File: config.mk
export PLATFORM = sky130hd
export DESIGN_NAME = uart_rx_frame_check
export DESIGN_NICKNAME = d
export VERILOG_FILES = /design/src/rtl/uart_rx_frame_check.sv
export SDC_FILE = /design/constraint.sdc
export NUM_CORES = 1
export LEC_CHECK = 0
export ABC_AREA = 1
export CAP_MARGIN = 25
export CELL_PAD_IN_SITES_DETAIL_PLACEMENT = 1
export CELL_PAD_IN_SITES_GLOBAL_PLACEMENT = 1
export CORE_UTILIZATION = 42
export CTS_CLUSTER_DIAMETER = 30
export DETAILED_ROUTE_END_ITERATION = 6
export PLACE_DENSITY_LB_ADDON = 0.1
export SYNTH_ARGS = -nofsm -noshare
export SYNTH_HDL_FRONTEND = slang
export SYNTH_SLANG_ARGS = --single-unit
File: constraint.sdc
create_clock -name clk -period 3.6 [get_ports clk]
set_input_delay 0.36 -clock clk [delete_from_list [all_inputs] [get_ports clk]]
set_output_delay 0.36 -clock clk [all_outputs]
set_load 0.03 [all_outputs]
File: src/rtl/uart_rx_frame_check.sv
// uart_rx_frame_check
//   Frame assembler / checker that sits behind a UART bit sampler. The
//   sampler supplies a validated start pulse and one strobe per later bit.
//   This block shifts in the data bits LSB-first and checks the optional
//   parity bit and the stop bit. It publishes good words and keeps a
//   saturating count of errored frames.
//
// Ports
//   clk, rst      : clock, asynchronous active-high reset
//   start_detect  : 1-cycle pulse, validated start bit (only honoured in IDLE)
//   sampled_bit   : line value, qualified by bit_valid
//   bit_valid     : 1-cycle strobe, sampled_bit is the next frame bit
//   par_en        : frame carries a parity bit (latched at start)
//   par_typ       : 0 = even, 1 = odd parity (latched at start)
//   err_clr       : synchronous clear of err_count (wins over increment)
//   rx_data       : last error-free word
//   data_valid    : 1-cycle pulse when rx_data updates
//   frame_done    : 1-cycle pulse at the end of every frame
//   parity_err    : parity mismatch in last completed frame (held)
//   stop_err      : framing error in last completed frame (held)
//   err_count     : saturating count of errored frames
//   busy          : FSM not in IDLE
module uart_rx_frame_check #(
  parameter int DATA_WIDTH = 8,
  parameter int ERR_CNT_W  = 8
) (
  input  logic                  clk,
  input  logic                  rst,
  input  logic                  start_detect,
  input  logic                  sampled_bit,
  input  logic                  bit_valid,
  input  logic                  par_en,
  input  logic                  par_typ,
  input  logic                  err_clr,
  output logic [DATA_WIDTH-1:0] rx_data,
  output logic                  data_valid,
  output logic                  frame_done,
  output logic                  parity_err,
  output logic                  stop_err,
  output logic [ERR_CNT_W-1:0]  err_count,
  output logic                  busy
);

  localparam int CNT_W = $clog2(DATA_WIDTH + 1);

  typedef enum logic [1:0] {IDLE, DATA, PARITY, STOP} state_t;

  state_t                state, state_nxt;
  logic [CNT_W-1:0]      cnt;
  logic                  xor_r;
  logic [DATA_WIDTH-1:0] shreg;
  logic                  par_en_l, par_typ_l;
  logic                  par_mis;

  logic last_bit, stop_fire, stop_e, par_e, frame_err;

  assign last_bit  = (cnt == CNT_W'(DATA_WIDTH - 1));
  assign stop_fire = (state == STOP) && bit_valid;
  assign stop_e    = ~sampled_bit;
  // A stale mismatch from an earlier frame must not leak into a no-parity frame.
  assign par_e     = par_en_l & par_mis;
  assign frame_err = stop_e | par_e;
  assign busy      = (state != IDLE);

  // State register
  always_ff @(posedge clk or posedge rst) begin
    if (rst) state <= IDLE;
    else     state <= state_nxt;
  end

  // Next-state logic. bit_valid in IDLE (even alongside start_detect) is dropped.
  always_comb begin
    state_nxt = state;
    unique case (state)
      IDLE:   if (start_detect) state_nxt = DATA;
      DATA:   if (bit_valid && last_bit) state_nxt = par_en_l ? PARITY : STOP;
      PARITY: if (bit_valid) state_nxt = STOP;
      STOP:   if (bit_valid) state_nxt = IDLE;
      default: state_nxt = IDLE;
    endcase
  end

  // Datapath and result registers
  always_ff @(posedge clk or posedge rst) begin
    if (rst) begin
      cnt        <= '0;
      xor_r      <= 1'b0;
      shreg      <= '0;
      par_en_l   <= 1'b0;
      par_typ_l  <= 1'b0;
      par_mis    <= 1'b0;
      rx_data    <= '0;
      data_valid <= 1'b0;
      frame_done <= 1'b0;
      parity_err <= 1'b0;
      stop_err   <= 1'b0;
      err_count  <= '0;
    end else begin
      data_valid <= 1'b0;
      frame_done <= 1'b0;

      unique case (state)
        IDLE: if (start_detect) begin
          par_en_l  <= par_en;
          par_typ_l <= par_typ;
          cnt       <= '0;
          xor_r     <= 1'b0;
          par_mis   <= 1'b0;
        end
        DATA: if (bit_valid) begin
          shreg <= {sampled_bit, shreg[DATA_WIDTH-1:1]};
          xor_r <= xor_r ^ sampled_bit;
          cnt   <= cnt + 1'b1;
        end
        PARITY: if (bit_valid) begin
          par_mis <= sampled_bit ^ xor_r ^ par_typ_l;
        end
        STOP: if (bit_valid) begin
          frame_done <= 1'b1;
          parity_err <= par_e;
          stop_err   <= stop_e;
          if (!frame_err) begin
            data_valid <= 1'b1;
            rx_data    <= shreg;
          end
        end
        default: ;
      endcase

      if (err_clr)
        err_count <= '0;
      else if (stop_fire && frame_err && (err_count != {ERR_CNT_W{1'b1}}))
        err_count <= err_count + 1'b1;
    end
  end

endmodule

# Word level (Yosys, flattened, before mapping)
# Cells that the tools add are included.
[totals] register_bits=38 inputBits=8 output_inout_bits=21 wordCells=68
[op_classes] n_addsub=2 eq_ne=10 muxes=21 n_bitwise=6 reduce_logical=16
[ops] cell="$mux 8" count=2
[ops] cell="$ne 2x2->1 const B" count=5
[ops] cell="$mux 1" count=9
[ops] cell="$reduce_and 3->1" count=3
[ops] cell="$add 8x1->8 const B" count=1
[ops] cell="$mux 2" count=4
[ops] cell="$mux 4" count=2
[ops] cell="$ne 8x8->1 const B" count=1
[ops] cell="$pmux 2 s4" count=1
[ops] cell="$pmux 4 s2" count=1
[ops] cell="$reduce_bool 2->1" count=4
[ops] cell="$reduce_and 2->1" count=3
[ops] cell="$add 4x1->4 const B" count=1
[ops] cell="$eq 2x2->1 const B" count=2
[ops] cell="$eq 4x3->1 const B" count=1
[ops] cell="$logic_and 1x1->1" count=4
[ops] cell="$pmux 1 s2" count=2
[ops] cell="$reduce_and 4->1" count=1
[ops] cell="$eq 2x1->1 const B" count=1
[ops] cell="$logic_not 2->1" count=1
[ops] cell="$not 1->1" count=2
[ops] cell="$xor 1x1->1" count=2
[ops] cell="$and 1x1->1" count=1
[ops] cell="$or 1x1->1" count=1

# Logic depth before layout (Yosys ltp)
# Gate-level depths: netlist of the first run.
[logic_depth] depth_word=6 mapped_depth=8 mapped_depth_nobuf=8

# Worst setup path before layout of the first run
# Ideal clock, no wire load.
[synth_path] kind="register -> register" from="reg err_count[1]" to="reg err_count[5]" setup_ns=0.066 arrival_time_ns=1.446 required_time_ns=3.534 setup_slack_ns=2.088 stages_incl_launch_ff=8 n_path_buf=0 synth_period_minus_slack_ns=1.512 cell_sequence="dfrtp_1 > ha_1 > nand2_1 > nor2_2 > a21oi_4 > nor2_4 > nand2_1 > nand2_1"
[synth_via] elab_chain_len=3 elab_cells_between_ends=6 cone_classes="1 x add/sub; 1 x eq/ne; 2 x mux; 2 x reduce/logical"
[synth_lines] element="from (decl)" line_no="40" text="output logic [ERR_CNT_W-1:0] err_count,"
[synth_lines] element="from (signal assigned)" line_no="133" text="err_count <= err_count + 1'b1;"
[synth_lines] element="$add 8x1->8 or $ne 8x8->1 (tied branches)" line_no="133, 132"
[synth_lines] element="$mux 8 or $logic_and 1x1->1 (tied branches)" line_no="132" text="else if (stop_fire && frame_err && (err_count != {ERR_CNT_W{1'b1}}))"
[synth_lines] element="$mux 8 or $reduce_bool 2->1 (tied branches)"
# Several ways; a longest one is shown, not always the timed one. The select of a mux whose other input is x is not followed.
# A chain may end at the register's enable or synchronous reset.

# Worst setup path after layout of the first run
[layout_path] from="reg state[0]" to="out busy"
[layout_via] elab_chain_len=1
[layout_lines] element="from (decl)" line_no="48" text="state_t state, state_nxt;"
[layout_lines] element="from (signal assigned)" line_no="68" text="else state <= state_nxt;"
[layout_lines] element="$reduce_bool 2->1" line_no="63" text="assign busy = (state != IDLE);"
[layout_lines] element="to (decl)" line_no="41" text="output logic busy"
# Every way passes these cells.

==> results by group, run 1 <==
STA
  • Fin crit period: 2220 ps
  • Tightest Pin Transition: 491 ps
  • Worst Skew: 3.39 ps
  • Hold Fails Final Rpt: 0
  • Final setup fails: 0
  • Final worst slack: 1380 ps
  • Max_slew headroom: 0.673
  • TNS Setup: 0 ps
  • RSZ-0062 raised after global routing: false
  • Part of the cycle the worst path needs: 0.616
  • Fmax: 451 MHz
  • Fin. max-slew vios: 0

GRT
  • Initial antenna violation count: 0
  • Largest net degree at the start of global routing: 39
  • Vias in the first global route: 1518
  • Global route overflow: 0
  • First-pass GRT wire length: 7040 µm
  • All-Layer GR Usage: 0.213

Critical path
  • Setup CP Type: reg2out
  • Slowest-stage cell, CP: clkdlybuf4s50_1
  • CP Max Fanout: 5
  • CP cell instances: inv_1 > ha_1 > inv_1 > clkdlybuf4s50_1
  • RR Startpoint: state[1]$_DFFE_PP0P_
  • Worst Path Arrival: 1860 ps
  • WP buf/inv: 3
  • Worst path max stage delay: 670 ps
  • Cell repeated most along the worst path: inv_1
  • Worst endpoint required time: 3240 ps
  • Crit-path leading delay family: buffers and inverters
  • CP Capture Type: primary output
  • Startpoint types: register
  • Crit path from: state[0]$_DFFE_PP0P_

Clock tree
  • CTS Hold Bufs: 0
  • H-tree depth: 2
  • Worst skew pair latency: 290 ps
  • Post-CTS sizing: 0
  • CTS tree: done
  • Num Clock Sinks: 38
  • Post-CTS Setup Inserts: 0
  • CTS clk-pin slew, worst paths: 70 ps
  • CTS Buf Count: 5
  • Max clock buf depth: 2
  • Root Driver: clkbuf_8

Synthesis
  • Synth Instances: 217
  • Top cells by area, synth: dfrtp_1, nand2_1, o21ai_0
  • Mapped Area: 1830 µm²
  • Sequential share of the synthesized area: 0.520
  • Top cell type's share of synthesized area: 0.520
  • Synth area leader: dfrtp_1
  • FF+latch count, synth: 38
  • Syn_nets: 232
  • Mean Syn Cell Area: 8.43 µm²
  • Post-synth cell types: 23
  • Synth Warn #: 0

Finish
  • Sequential cell area: 951 µm²
  • Most frequent cells in the layout: nand2_1, dfrtp_1, clkdlybuf4s50_1
  • Design Area, Final: 2250 µm²
  • Area of the multi-input gates: 767 µm²
  • Final #Nets: 265
  • # fillers: 502
  • Layout cells sized above 1: 0.0637
  • P&R area growth vs syn: 23.1%
  • Most common cell after layout, fill and taps aside: nand2_1
  • Antenna diodes: 0

Floorplanning
  • Site Rows: 23
  • Die height: 68.0 µm
  • Die area: 4620 µm²
  • Initial Utilization: 0.448
  • Core Region: 4090 µm²
  • Horiz. Die Dim: 68.0 µm
  • Ports: 29

Place
  • IO Port Bufs: 28
  • DP Worst Slack: 1620 ps
  • Gpl congestion: 0.791
  • Placed cell area: 2160 µm²
  • Final HPWL DP: 2950 µm

Job
  • Max-Cap Viols: 0

Route
  • DR vias/cell: 5.02
  • Initial DRC count: 64
  • Vias post-DR: 1512
  • Final WL: 4130 µm
  • # DRC: 0
  • Antenna viol nets, final: 0
  • Routed wire per std cell: 13.7 µm
  • Router iterations before antenna repair: 4

Run status
  • Status: finished clean

Pwr
  • P per Cell Area: 686 nW/µm²
  • Total leakage power: 0.00109 µW
  • Max VDD drop: 0.334 mV

Min path
  • Hold WC Path Type: reg2reg
  • Hold Path Origin: rx_data[0]$_DFFE_PP0P_
## worst min-delay path: stages (launching register included)
cell,delay (ps)
dfrtp_1,350
nand2_1,50
nand2_1,50
## per-stage QoR
step | power (µW) | cells | util | hold WS, ps
2_1_floorplan | 1030 | 217 | - | 449
3_3_place_gp | 1230 | 293 | 0.528 | 456
3_5_place_dp | 1250 | 293 | 0.528 | 464
4_1_cts | 1570 | 301 | 0.551 | 483
5_1_grt | 1670 | 301 | 0.551 | 513
6_report | 1540 | 301 | 0.551 | 480
## cells by family after synthesis
kind of cell | Yosys count | synth area share
DFF | 38 | 0.520
adders and majority gates | 7 | 0.0479
muxes | 1 | 0.00616
AOI/OAI and AO/OA | 36 | 0.110
buffers and inverters | 27 | 0.0609
xor gates and xnor gates | 2 | 0.00958
and+or+nand+nor | 106 | 0.246
## sequential cells by signal (all words and copies together) (netlist names)
name,cells
par_typ_l,1
state,2
frame_done,1
err_count,8
par_en_l,1
stop_err,1
par_mis,1
parity_err,1
shreg,8
xor_r,1
cnt,4
data_valid,1
rx_data,8
## synthesized netlist by cell type
cell	number
o21bai_1	2
a211oi_1	1
dfrtp_1	38
xor2_1	2
nand4_1	5
clkbuf_2	1
nor2_2	1
a21oi_4	1
a21o_1	1
nand3_1	13
ha_1	7
clkbuf_1	1
nor2_1	10
buf_6	1
nand2_2	1
or2_2	1
nor2_4	2
inv_1	23
nand2_1	73
mux2_2	1
a21oi_1	4
o21ai_0	27
clkinv_2	1
## routing by layer
metal / vias to the layer above / global-route usage / wire length, µm
met5: - / 0 / 0
met4: 0 / 0.104 / 91
met3: 9 / 0.0517 / 131
met2: 28 / 0.343 / 1950
met1: 710 / 0.265 / 1960
li1: 765 / - / -
## worst paths after layout
check | endpoint | slack (ps) | cells past startpoint
max reg2reg | cnt[0]$_DFFE_PP0P_ | 1690 | 7
min in group asynchronous | data_valid$_DFF_PP0_ | 490 | 3
max in group asynchronous | err_count[2]$_DFFE_PP0P_ | 2770 | 3
max | busy | 1380 | 4
min reg2reg | rx_data[0]$_DFFE_PP0P_ | 480 | 2
min | rx_data[0]$_DFFE_PP0P_ | 480 | 2
## layout make-up
class                      instances  share of cell area
multi-input combinational        152               0.341
inverter                          24              0.0406
clock buffer                       7              0.0384
timing repair buffer              29               0.128
sequential                        38               0.422
clock inverter                     1             0.00222
tap                               50              0.0278
## power by group
group          switching [µW]  internal, µW
Clock                     152           155
Sequential               83.8           554
Combinational             377           223
Note: power is estimated with default switching activity, not from simulation.
==> inputs of run 2 (changes only) <==
CORE_UTILIZATION = 39   (was 42)
clock period = 2.2 ns   (was 3.6 ns; I/O delays follow)
==> run 2 against run 1 <==
Effect of this change:
- the flow now finishes with violations (design-rule violations)
- critical path type unchanged
- highest routed layer unchanged
- combinational power is 64% higher
- register-to-register slack got worse by 1100 ps
- flip-flop and latch count stayed put
==> results by group, run 2 (synthesized netlist as in run 1, its figures left out) <==
Run status
  • Status: finished, violations left (was finished clean)
  • Failing checks: design-rule violations

Route
  • # DRC: 6 (was 0)
  • Antenna viol nets, final: 0 (unchanged)
  • Initial DRC count: 54 (was 64)
  • Routed wire per std cell: 13.0 µm (was 13.7 µm)
  • Vias post-DR: 1503 (was 1512)
  • DR vias/cell: 4.96 (was 5.02)
  • Router iterations before antenna repair: 6 (was 4)
  • Final WL: 3930 µm (was 4130 µm)

STA
  • Hold Fails Final Rpt: 0 (unchanged)
  • Tightest Pin Transition: 484 ps (was 491 ps)
  • Max_slew headroom: 0.677 (was 0.673)
  • Final worst slack: 139 ps (was 1380 ps)
  • Fin crit period: 2060 ps
  • Fmax: 485 MHz
  • Final setup fails: 0 (unchanged)
  • Part of the cycle the worst path needs: 0.937
  • TNS Setup: 0 ps (unchanged)
  • Worst Skew: 5.42 ps (was 3.39 ps)
  • Fin. max-slew vios: 0 (unchanged)
  • RSZ-0062 raised after global routing: false (unchanged)

Finish
  • Most common cell after layout, fill and taps aside: nand2_1 (unchanged)
  • P&R area growth vs syn: 22.9% (was 23.1%)
  • Sequential cell area: 951 µm² (unchanged)
  • Antenna diodes: 0 (unchanged)
  • # fillers: 537 (was 502)
  • Area of the multi-input gates: 767 µm² (unchanged)
  • Final #Nets: 266 (was 265)
  • Layout cells sized above 1: 0.0677 (was 0.0637)
  • Biggest registers after layout: err_count: 8 flops, rx_data: 8 flops, shreg: 8 flops (unchanged)
  • Most frequent cells in the layout: nand2_1, dfrtp_1, clkdlybuf4s50_1 (unchanged)

GRT
  • Global route overflow: 0 (unchanged)
  • First-pass GRT wire length: 6850 µm (was 7040 µm)
  • Initial antenna violation count: 0 (unchanged)
  • All-Layer GR Usage: 0.180 (was 0.213)
  • Largest net degree at the start of global routing: 39 (unchanged)
  • Vias in the first global route: 1549 (was 1518)

Critical path
  • Worst endpoint required time: 1980 ps (was 3240 ps)
  • Worst path max stage delay: 670 ps (about the same)
  • Crit-path leading delay family: buffers and inverters (unchanged)
  • CP Max Fanout: 5 (unchanged)
  • Slowest-stage cell, CP: clkdlybuf4s50_1 (unchanged)
  • Startpoint types: register (unchanged)
  • Setup CP Type: reg2out (unchanged)
  • WP buf/inv: 3 (unchanged)
  • CP cell instances: inv_1 > ha_1 > inv_1 > clkdlybuf4s50_1 (unchanged)
  • CP Capture Type: primary output (unchanged)
  • Cell repeated most along the worst path: inv_1 (unchanged)
  • Worst Path Arrival: 1840 ps (was 1860 ps)

Place
  • IO Port Bufs: 28 (unchanged)
  • DP Worst Slack: 434 ps (was 1620 ps)
  • Gpl congestion: 0.733 (was 0.791)
  • Final HPWL DP: 2880 µm (was 2950 µm)

Floorplanning
  • Horiz. Die Dim: 70.5 µm (was 68.0 µm)
  • Site Rows: 24 (was 23)
  • Core Region: 4440 µm² (was 4090 µm²)
  • Die height: 70.5 µm (was 68.0 µm)
  • Ports: 29 (unchanged)
  • Initial Utilization: 0.412 (was 0.448)
  • Die area: 4970 µm² (was 4620 µm²)

Clock tree
  • CTS Buf Count: 5 (unchanged)
  • CTS Hold Bufs: 0 (unchanged)
  • H-tree depth: 2 (unchanged)
  • CTS tree: done (unchanged)
  • CTS clk-pin slew, worst paths: 80 ps (was 70 ps)
  • Worst skew pair latency: 290 ps (about the same)
  • Post-CTS sizing: 0 (unchanged)
  • Post-CTS Setup Inserts: 0 (unchanged)
  • Max clock buf depth: 2 (unchanged)
  • Num Clock Sinks: 38 (unchanged)
  • Root Driver: clkbuf_8 (unchanged)

Pwr
  • Max VDD drop: 0.582 mV (was 0.334 mV)
  • Total leakage power: 0.00109 µW (about the same)
  • P per Cell Area: 1100 nW/µm² (was 686 nW/µm²)

Min path
  • Hold WC Path Type: in2async (was reg2reg)

Job
  • Max-Cap Viols: 0 (unchanged)
[run 2: changes by cell type in the layout (fill, tap and decap cells not counted)]
cell	previous run	this run
clkbuf_1	1	0
clkbuf_8	6	5
buf_4	1	2
clkinv_2	2	3
[run 2: per-stage QoR]
step	util	hold slack [ps]	instance area, µm²	instances	power (µW)
floorplan	-	330	1830	217	1690
global placement	0.488	461	2170	296	2010
detailed placement	0.488	464	2170	296	2060
CTS	0.506	388	2250	303	2530
global route	0.506	423	2250	303	2680
finish	0.506	358	2250	303	2480
[run 2: layout make-up]
cell class / count / share of cell area
inverter: 24 / 0.0406
sequential: 38 / 0.423
clock inverter: 2 / 0.00445
timing repair buffer: 30 / 0.131
multi-input combinational: 152 / 0.341
tap: 52 / 0.0289
clock buffer: 5 / 0.0306
[run 2: worst paths after layout]
kind	startpoint	end	slack, ps	cells past startpoint
min	rst	err_count[1]$_DFFE_PP0P_	360	3
min reg2reg	rx_data[0]$_DFFE_PP0P_	rx_data[0]$_DFFE_PP0P_	480	2
min in group clk	rx_data[0]$_DFFE_PP0P_	rx_data[0]$_DFFE_PP0P_	480	2
max reg2reg	state[0]$_DFFE_PP0P_	state[0]$_DFFE_PP0P_	620	8
max in group asynchronous	rst	err_count[6]$_DFFE_PP0P_	1500	3
max	state[0]$_DFFE_PP0P_	busy	140	4
[run 2: power by group]
part           switching [µW]  internal [µW]
combinational             611            371
sequential                135            906
clock                     246            213
[run 2: worst reg2reg max path, cell delays in order, from the launching register on]
cell,delay [ps]
dfrtp_1,420
inv_1,110
ha_1,260
nand2_1,130
o21ai_0,130
inv_1,130
nand2_1,110
nand2_1,80
o21ai_0,80
[run 2: layer usage]
metal / wire length (µm) / global-route usage / up-vias
met4: 82 / 0.0884 / 0
li1: - / - / 765
met3: 116 / 0.0317 / 7
met5: 0 / 0 / -
met1: 1840 / 0.215 / 707
met2: 1890 / 0.312 / 24
==> inputs of run 3 (changes only) <==
REMOVE_ABC_BUFFERS = 1   (was default)
==> run 3 against run 2 <==
Effect of this change:
- critical path depth down 3
- clock-buffer cell count unchanged
- highest routed layer unchanged
- clock skew up 5.7 ps
- critical path type unchanged
- wire length up 1.6%
- largest cell class unchanged
- cell count up 0.33%
- fmax up 23%
- non-clock buffer count unchanged
- the flow still finishes with violations (design-rule violations)
- sequential power about the same
- critical endpoint is now err_count[2]
==> results by group, run 3 (synthesized netlist as in run 1, its figures left out) <==
Run status
  • Status: finished, violations left (unchanged)
  • Failing checks: design-rule violations (unchanged)

Critical path
  • Worst endpoint required time: 1980 ps (about the same)
  • Critical Path Stages: 1 (was 4)
  • CP Capture Type: primary output (unchanged)
  • WP buf/inv: 1 (was 3)
  • Slowest-stage cell, CP: clkdlybuf4s50_1 (unchanged)
  • CP cell instances: clkdlybuf4s50_1 (was inv_1 > ha_1 > inv_1 > clkdlybuf4s50_1)
  • Worst Path Arrival: 1460 ps (was 1840 ps)
  • Startpoint types: register (unchanged)
  • Setup CP Type: reg2out (unchanged)
  • Crit-path leading delay family: buffers and inverters (unchanged)
  • R2R cell count: 8 (unchanged)
  • CP Max Fanout: 6 (was 5)
  • Worst path max stage delay: 710 ps (was 670 ps)

Clock tree
  • CTS Buf Count: 5 (unchanged)
  • Max clock buf depth: 2 (unchanged)
  • Num Clock Sinks: 38 (unchanged)
  • CTS tree: done (unchanged)
  • Post-CTS sizing: 0 (unchanged)
  • Root Driver: clkbuf_8 (unchanged)
  • Worst skew pair latency: 300 ps (was 290 ps)
  • Post-CTS Setup Inserts: 0 (unchanged)
  • H-tree depth: 2 (unchanged)
  • CTS Hold Bufs: 0 (unchanged)
  • CTS clk-pin slew, worst paths: 80 ps (about the same)

STA
  • Max_slew headroom: 0.684 (was 0.677)
  • Fin. max-slew vios: 0 (unchanged)
  • Fin crit period: 1680 ps (was 2060 ps)
  • Final worst slack: 518 ps (was 139 ps)
  • RSZ-0062 raised after global routing: false (unchanged)
  • Part of the cycle the worst path needs: 0.765 (was 0.937)
  • Fmax: 595 MHz (was 485 MHz)
  • Min Hold Slack: 337 ps (was 358 ps)
  • Final setup fails: 0 (unchanged)
  • Hold Fails Final Rpt: 0 (unchanged)
  • Worst Skew: 11.2 ps (was 5.42 ps)
  • TNS Setup: 0 ps (unchanged)
  • Tightest Pin Transition: 474 ps (was 484 ps)

Floorplanning
  • Core Region: 4440 µm² (unchanged)
  • Initial Utilization: 0.412 (unchanged)
  • Site Rows: 24 (unchanged)
  • Ports: 29 (unchanged)
  • Die area: 4970 µm² (unchanged)
  • Horiz. Die Dim: 70.5 µm (unchanged)
  • Die height: 70.5 µm (unchanged)

Route
  • DR vias/cell: 5.04 (was 4.96)
  • Router iterations before antenna repair: 6 (unchanged)
  • Vias post-DR: 1531 (was 1503)
  • Routed wire per std cell: 13.1 µm (was 13.0 µm)
  • Final WL: 3990 µm (was 3930 µm)
  • Antenna viol nets, final: 0 (unchanged)
  • Initial DRC count: 100 (was 54)
  • # DRC: 8 (was 6)

GRT
  • All-Layer GR Usage: 0.182 (was 0.180)
  • First-pass GRT wire length: 7040 µm (was 6850 µm)
  • Largest net degree at the start of global routing: 39 (unchanged)
  • Vias in the first global route: 1576 (was 1549)
  • Initial antenna violation count: 0 (unchanged)
  • Global route overflow: 0 (unchanged)

Finish
  • Biggest registers after layout: err_count: 8 flops, rx_data: 8 flops, shreg: 8 flops (unchanged)
  • P&R area growth vs syn: 25.0% (was 22.9%)
  • Utilization after layout: 0.514 (was 0.506)
  • Final #Nets: 266 (unchanged)
  • Most frequent cells in the layout: nand2_1, dfrtp_1, o21ai_0, clkdlybuf4s50_1, inv_1 (was nand2_1, dfrtp_1, clkdlybuf4s50_1)
  • Layout cells sized above 1: 0.0714 (was 0.0677)
  • Antenna diodes: 0 (unchanged)
  • Most common cell after layout, fill and taps aside: nand2_1 (unchanged)

Place
  • Gpl congestion: 0.718 (was 0.733)
  • IO Port Bufs: 28 (unchanged)
  • DP Worst Slack: 412 ps (was 434 ps)
  • Final HPWL DP: 2960 µm (was 2880 µm)

Pwr
  • Total leakage power: 0.00110 µW (was 0.00109 µW)
  • P per Cell Area: 1140 nW/µm² (was 1100 nW/µm²)
  • Max VDD drop: 0.660 mV (was 0.582 mV)

Job
  • Max-Cap Viols: 0 (unchanged)

Min path
  • Hold WC Path Type: in2async (unchanged)
-- run 3: metrics by stage --
stage                     std cells  area, µm²  total power [µW]
after floorplan                 214       1810              1680
after global placement          296       2170              2010
after detailed placement        296       2170              2050
after CTS                       304       2280              2660
after global routing            304       2290              2820
final                           304       2290              2610
-- run 3: final cells by class --
class | count | area (µm²)
Timing Repair Buffer | 30 | 298
Fill cell | 544 | 2160
Sequential cell | 38 | 951
Clock buffer | 5 | 68.8
Tap cell | 52 | 65.1
Clock inverter | 3 | 45.0
Multi-Input combinational cell | 152 | 767
Inverter | 24 | 91.3
-- run 3: per-layer routing --
layer  up-vias  global-route usage  routed length, µm
met5         -                   0                  0
met4         0              0.0816                 74
met3         8              0.0404                108
met2        21               0.316               2030
met1       737               0.215               1780
li1        765                   -                  -
-- run 3: power breakdown --
part           switching [µW]  total [µW]  internal (µW)  leakage (µW)
registers                 136        1040            906      0.000501
logic                     602         971            369      0.000548
clock network             260         598            337     0.0000504
-- run 3: path summary, 6_finish.rpt --
kind                       slack, ps                        to                startpoint
max                              520              err_count[2]  err_count[2]$_DFFE_PP0P_
min                              340    rx_data[4]$_DFFE_PP0P_                       rst
max reg2reg                      640  err_count[1]$_DFFE_PP0P_      state[0]$_DFFE_PP0P_
min reg2reg                      490      shreg[5]$_DFFE_PP0P_      shreg[5]$_DFFE_PP0P_
max in group asynchronous       1520        cnt[2]$_DFFE_PP0P_                       rst
min in group clk                 490      shreg[5]$_DFFE_PP0P_      shreg[5]$_DFFE_PP0P_
